--- config.mk ---
export PLATFORM = sky130hd
export DESIGN_NAME = data_mem_param
export DESIGN_NICKNAME = d
export VERILOG_FILES = /design/src/rtl/data_mem_param.sv
export SDC_FILE = /design/constraint.sdc
export NUM_CORES = 2
export LEC_CHECK = 0
export BUFFER_PORTS_ARGS = -buffer_cell sky130_fd_sc_hd__buf_4
export CORE_MARGIN = 5
export CORE_UTILIZATION = 30
export CTS_BUF_LIST = sky130_fd_sc_hd__clkbuf_2
export DETAILED_ROUTE_END_ITERATION = 12
export GPL_ROUTABILITY_DRIVEN = 1
export SETUP_SLACK_MARGIN = 0.3
export SYNTH_ARGS = -nofsm -noshare
export SYNTH_HDL_FRONTEND = slang
export SYNTH_SLANG_ARGS = --single-unit
--- constraint.sdc ---
create_clock -name Clk -period 13.9 [get_ports Clk]
set_clock_uncertainty 0.2 [all_clocks]
set_input_delay 2.085 -clock Clk [delete_from_list [all_inputs] [get_ports Clk]]
set_output_delay 2.085 -clock Clk [all_outputs]
set_load 0.02 [all_outputs]
--- src/rtl/data_mem_param.sv ---
// Single-port data memory with configurable width, depth and read latency.
// After reset (or a Clear request) a sweep fills every word with FILL while Busy is high.
module data_mem_param #(
  parameter int              DW       = 8,
  parameter int              AW       = 8,
  parameter int              DEPTH    = 256,
  parameter int              READ_LAT = 0,
  parameter logic [DW-1:0]   FILL     = '0
) (
  input  logic          Clk,
  input  logic          Reset,
  input  logic          WriteEn,
  input  logic          ReadEn,
  input  logic          Clear,
  input  logic [AW-1:0] DataAddress,
  input  logic [DW-1:0] DataIn,
  output logic [DW-1:0] DataOut,
  output logic          DataValid,
  output logic          Busy,
  output logic [0:0]    fsm_state
);

  localparam logic [0:0]    ST_IDLE  = 1'b0;
  localparam logic [0:0]    ST_SWEEP = 1'b1;
  localparam logic [AW-1:0] LAST     = AW'(DEPTH - 1);
  localparam logic [AW:0]   DEPTH_W  = (AW + 1)'(DEPTH);

  logic [0:0]    state;
  logic [AW-1:0] cnt;
  logic [DW-1:0] core [DEPTH];

  logic idle;
  logic in_range;
  logic wr_go;
  logic rd_go;
  logic sweep_we;

  // Read handshake: a read is accepted in any cycle where ReadEn=1 and Busy=0;
  // DataValid marks the cycle in which DataOut carries that read's data
  // (same cycle for READ_LAT=0, next cycle for READ_LAT=1). There is no
  // back-pressure: DataValid is a one-cycle pulse per accepted read.
  assign idle      = (state == ST_IDLE);
  assign in_range  = ({1'b0, DataAddress} < DEPTH_W);
  assign wr_go     = idle & WriteEn & ~Clear & in_range;
  assign rd_go     = idle & ReadEn;
  assign sweep_we  = (state == ST_SWEEP) & ~Reset;
  assign Busy      = (state == ST_SWEEP);
  assign fsm_state = state;

  always_ff @(posedge Clk or posedge Reset) begin
    if (Reset) begin
      state <= ST_SWEEP;
      cnt   <= '0;
    end else if (state == ST_SWEEP) begin
      if (cnt == LAST) begin
        state <= ST_IDLE;
        cnt   <= '0;
      end else begin
        cnt <= cnt + AW'(1);
      end
    end else if (Clear) begin
      state <= ST_SWEEP;
      cnt   <= '0;
    end
  end

  // The array has no reset; its contents become defined only through the sweep.
  always_ff @(posedge Clk) begin
    if (sweep_we) begin
      core[cnt] <= FILL;
    end else if (wr_go) begin
      core[DataAddress] <= DataIn;
    end
  end

  generate
    if (READ_LAT == 0) begin : g_comb_read
      always_comb begin
        DataOut = '0;
        if (in_range) begin
          DataOut = core[DataAddress];
        end
      end
      assign DataValid = rd_go;
    end else begin : g_reg_read
      always_ff @(posedge Clk or posedge Reset) begin
        if (Reset) begin
          DataOut   <= '0;
          DataValid <= 1'b0;
        end else begin
          DataValid <= rd_go;
          if (rd_go) begin
            if (!in_range) begin
              DataOut <= '0;
            end else if (wr_go) begin
              // Same-cycle write to the read address is write-first.
              DataOut <= DataIn;
            end else begin
              DataOut <= core[DataAddress];
            end
          end
        end
      end
    end
  endgenerate

endmodule

======== After elaboration in Yosys (flattened, before gate mapping) ========
Memory sizes are Yosys's and may differ from the RTL's.
Cells that the tools add are included.
cells by class
  muxes and demuxes ....................... 14
  bitwise operators ....................... 7
  equal/unequal tests ..................... 1
  add/sub/neg operators ................... 1
  reductions and logical operators ........ 2
operator list
  kind                                          count
  2-to-1 mux 8 bit                              5
  2-to-1 mux 1 bit                              9
  adder 8 x 1 -> 8 bit (second input constant)  1
  equality test 8 bit (second input constant)   1
  OR reduction 8 bit                            1
  bitwise AND 1 bit                             4
  NOT 1 bit                                     3
  nonzero test 2 bit                            1
storage, ports and cells
  input bits .............................. 21
  word-level logic and storage cells ...... 28
  RAM bits ................................ 2048
  memories ................................ 1
  flip-flop bits (word level) ............. 9
  output and inout bits ................... 11
memory list
  name  words  width  read ports  clocked after Yosys merged registers in  write ports  RTL line  text
  core  256    8      1           0                                        1            30        logic [DW-1:0] core [DEPTH];

======== Depth between registers and ports, before layout ========
  depth in word-level cells ............... 8
  depth in mapped cells ................... 11
  mapped depth without buffers ............ 7

======== Least setup slack after synthesis ========
No wires, ideal clock.
  path type ............................... input to register
  start ................................... in Clear
  end ..................................... mem core[0][0], data pin
  buffers on the path ..................... 2
  cell stages on the path ................. 4
  library setup time ...................... 0.869 ns
  setup slack ............................. 6.694 ns
  data arrival time ....................... 6.137 ns
  data required time ...................... 12.831 ns
  cells stage by stage .................... nor3b_1 clkbuf_1 clkbuf_1 and2_1
between the ends
  word-level cells in the longest chain between the ends .. 7
ends and longest elaborated chain
  what                                    RTL line  text
  from (decl)                             14        input logic Clear,
  NOT 1 bit                               44        assign wr_go = idle & WriteEn & ~Clear & in_range;
  bitwise AND 1 bit                       44
  2-to-1 mux 1 bit                        71        end else if (wr_go) begin
  2-to-1 mux 1 bit                        69        if (sweep_we) begin
  2-to-1 mux 1 bit (implied by the code)  72        core[DataAddress] <= DataIn;
  OR reduction 8 bit (no source line)     -
  2-to-1 mux 8 bit (no source line)       -
  to (decl)                               30
Every way passes these cells.

======== Worst setup path after layout ========
  start ................................... in DataAddress[0]
  end ..................................... out DataOut[2]
between the ends
  word-level cells in the longest chain between the ends .. 1
ends and longest elaborated chain
  what                  RTL line  text
  from (decl)           15        input logic [AW-1:0] DataAddress,
  memory (256 x 8 bit)  -
  to (decl)             17        output logic [DW-1:0] DataOut,
Every way passes these cells.

==> results.py <==
metrics = {
    "clocking": {
        "cts_buffers": 538,
        "cts_sinks": 2057,
        "cts_resized": 0,
        "clk_pin_slew_worst_paths_ps": 90,
        "cts-root-buf": "clkbuf_2",
        "clk_latency_ps": 1680,
        "clk_path_buf_depth": 4,
        "cts_htree_levels": 6,
        "cts_tree": "built",
    },
    "floorplanning": {
        "fp-row-count": 189,
        "core_area_um2": 265600,
        "die_area_um2": 277800,
        "start_util_pct": 30.20,
        "die_h_um": 527.0,
        "dieWidth_um": 527.0,
        "ioPinCount": 32,
    },
    "route": {
        "postRouteWirelength_um": 205800,
        "dr.first_iter.drc_count": 4207,
        "dr_total_vias": 41260,
        "drcViolationCount": 0,
        "viasPerCell": 5.073,
        "wl_per_cell_um": 25.31,
        "drt.antenna.violating_nets": 0,
        "drt_first_pass_iters": 6,
    },
    "synthesis": {
        "yosys_warnings": 0,
        "synth_area_leader_cell": "edfxtp_1",
        "async_flop_share_pct": 0.4375,
        "synth_top_flop_cell": "edfxtp_1",
        "yosysTopAreaCellShare_pct": 76.68,
        "ys_seq_area_share_pct": 76.97,
        "synthTopCellsByCount": "edfxtp_1 (2,048), mux4_2 (425), nor2_1 (282)",
        "syn_avg_cell_area_um2": 20.74,
        "synth.most_common_cell": "edfxtp_1",
        "synth_seq_cells": 2057,
        "postSynthCellCount": 3867,
        "syn_nets": 3889,
        "synth-edff-count": 2048,
        "synth_cell_type_count": 59,
        "synth_area_leaders": "edfxtp_1 (77%), mux4_2 (12%), mux2i_1 (2.0%)",
        "synth.cell_area_um2": 80200,
    },
    "sta": {
        "maxSlewViolCount": 0,
        "worst_pin_slew_ps": 1269,
        "post-route-period-util_pct": 63.02,
        "rsz0062_at_grt": "false",
        "max_freq_mhz": 114.2,
        "slew_headroom_pct": 15.43,
        "whs_ps": 441.1,
        "setup_viol": 0,
        "hold_violations": 0,
        "tns_ps": 0,
        "post-route-min-period_ps": 8760,
    },
    "placement": {
        "dp_hpwl_um": 119900,
        "gp_congestion": 0.7829,
        "numPortBuffers": 31,
        "post-place-cells": 7270,
    },
    "setup_path": {
        "path_common_cell": "buf_4",
        "crit_required_ps": 11610,
        "criticalPathCategory": "in2out",
        "critPathMaxStageDelay_ps": 890,
        "crit_fanout": 55,
        "cp_cell_sequence": "buf_8, buf_4, buf_4, mux4_2, o22ai_1, nor3_1, nor4_1, nor4_2, buf_4",
        "crit_buf_inv": 4,
        "slowest_stage": "nor4_1",
        "worstSetupEndpointType": "primary output",
        "worstPathArrival_ps": 6480,
        "path_delay_family": "buffers and inverters",
        "start_kind": "input port",
    },
    "finish": {
        "area.growth.synth_to_final_pct": 10.31,
        "regArea_um2": 61730,
        "n_fill_cell": 25150,
        "layout.cells.non_filler": 8132,
        "multi_input_area_um2": 17060,
        "drive_above_1_share_pct": 29.47,
        "nets": 4300,
    },
    "power": {
        "finalPower_uw": 11440,
        "p_leak_uw": 0.02838,
        "peakVddDrop_uv": 76.62,
        "power_per_cell_area_nw_per_um2": 129.4,
    },
    "grt": {
        "antenna_found_initial": 8,
        "overflow": 0,
        "grt_usage_pct": 14.48,
        "grt_max_degree": 217,
        "grt_pass1_wl_um": 297700,
        "grt_pass1_vias": 42750,
    },
    "run_status": {
        "status": "completed",
    },
    "run": {
        "drv_cap": 0,
    },
    "worst_hold_path": {
        "hp-class": "in2reg",
    },
}
[worst paths after layout]
kind	from	end	slack [ps]	cells after the start
min in group asynchronous	Reset	cnt[0]	790	3
max reg2reg	Busy	core[48][7]	8840	6
min reg2reg	Busy	cnt[4]	470	2
min	Clear	cnt[1]	440	2
max	DataAddress[0]	DataOut[2]	5140	9
max in group asynchronous	Reset	Busy	12410	3
[what timing repair did]
| item | in CTS | in global routing |
|---|---|---|
| hold buffers | 1 | 0 |
| setup buffers | 0 | 0 |
| endpoints found under the hold margin | 8 | 0 |
[worst register-to-register path: cells and delay by family, from the launching register on]
| family | cells | cell delay, ps |
|---|---|---|
| AND/OR/NAND/NOR | 3 | 1920 |
| AO/OA/AOI/OAI | 1 | 1010 |
| buffers and inverters | 2 | 820 |
| flip-flops | 1 | 730 |
[per-stage QoR]
stage	setup slack (ps)	area, um2	utilization [%]
4_1_cts	5079	88450	33.31
5_1_grt	5011	88460	33.31
6_report	5140	88460	33.31
2_1_floorplan	6694	80200	-
3_3_place_gp	4665	84140	31.68
3_5_place_dp	5088	84160	31.69
[registers in the layout, indices dropped and copies added, names as in the netlist]
name	count
Busy	1
cnt	8
core	2048
[kinds of logic (layout without fill, tap and decap cells)]
group                    after synthesis  count (layout)  share of synthesized area [%]
flip-flops                          2057            2057                          76.97
multiplexers                         604             604                          14.50
AND/OR/NAND/NOR                      545             545                          3.055
AO/OA/AOI/OAI                        418             418                          3.538
buffers and inverters                242             970                          1.922
adder cells (fa/ha/maj)                1               1                        0.01560
other                                  0               4                              0
[final cells by class]
cell class	instances	share of cell area, %
Clock buffer	755	4.271
Antenna cell	4	0.01131
Multi-Input combinational cell	1568	19.28
Tap cell	3533	4.997
Clock inverter	102	0.5672
Inverter	5	0.02122
Timing Repair Buffer	108	1.078
Sequential cell	2057	69.77
[power breakdown]
| part | switching (uW) | internal [uW] |
|---|---|---|
| sequential | 27.8 | 6790 |
| combinational | 527 | 229 |
| clock | 2370 | 1510 |
[cells in the final DEF, fill, tap and decap left out, types with 26 or more instances in the layout]
cell	n
nor4_1	26
mux2i_1	158
o21ai_0	35
nor2_1	279
nand2_1	87
clkinv_1	76
a22oi_1	154
nand3_1	30
mux4_2	425
clkbuf_2	755
edfxtp_1	2048
a21oi_1	108
o221ai_1	40
buf_4	95
[metal layers]
metal / vias to the layer above / routed length (um) / track usage, %
met3: 381 / 17830 / 3.753
met5: - / 13 / 0
met4: 2 / 5897 / 4.921
met1: 21680 / 82550 / 19.03
met2: 1938 / 99550 / 23.44
li1: 17250 / - / -
(Power assumes the default switching activity.)
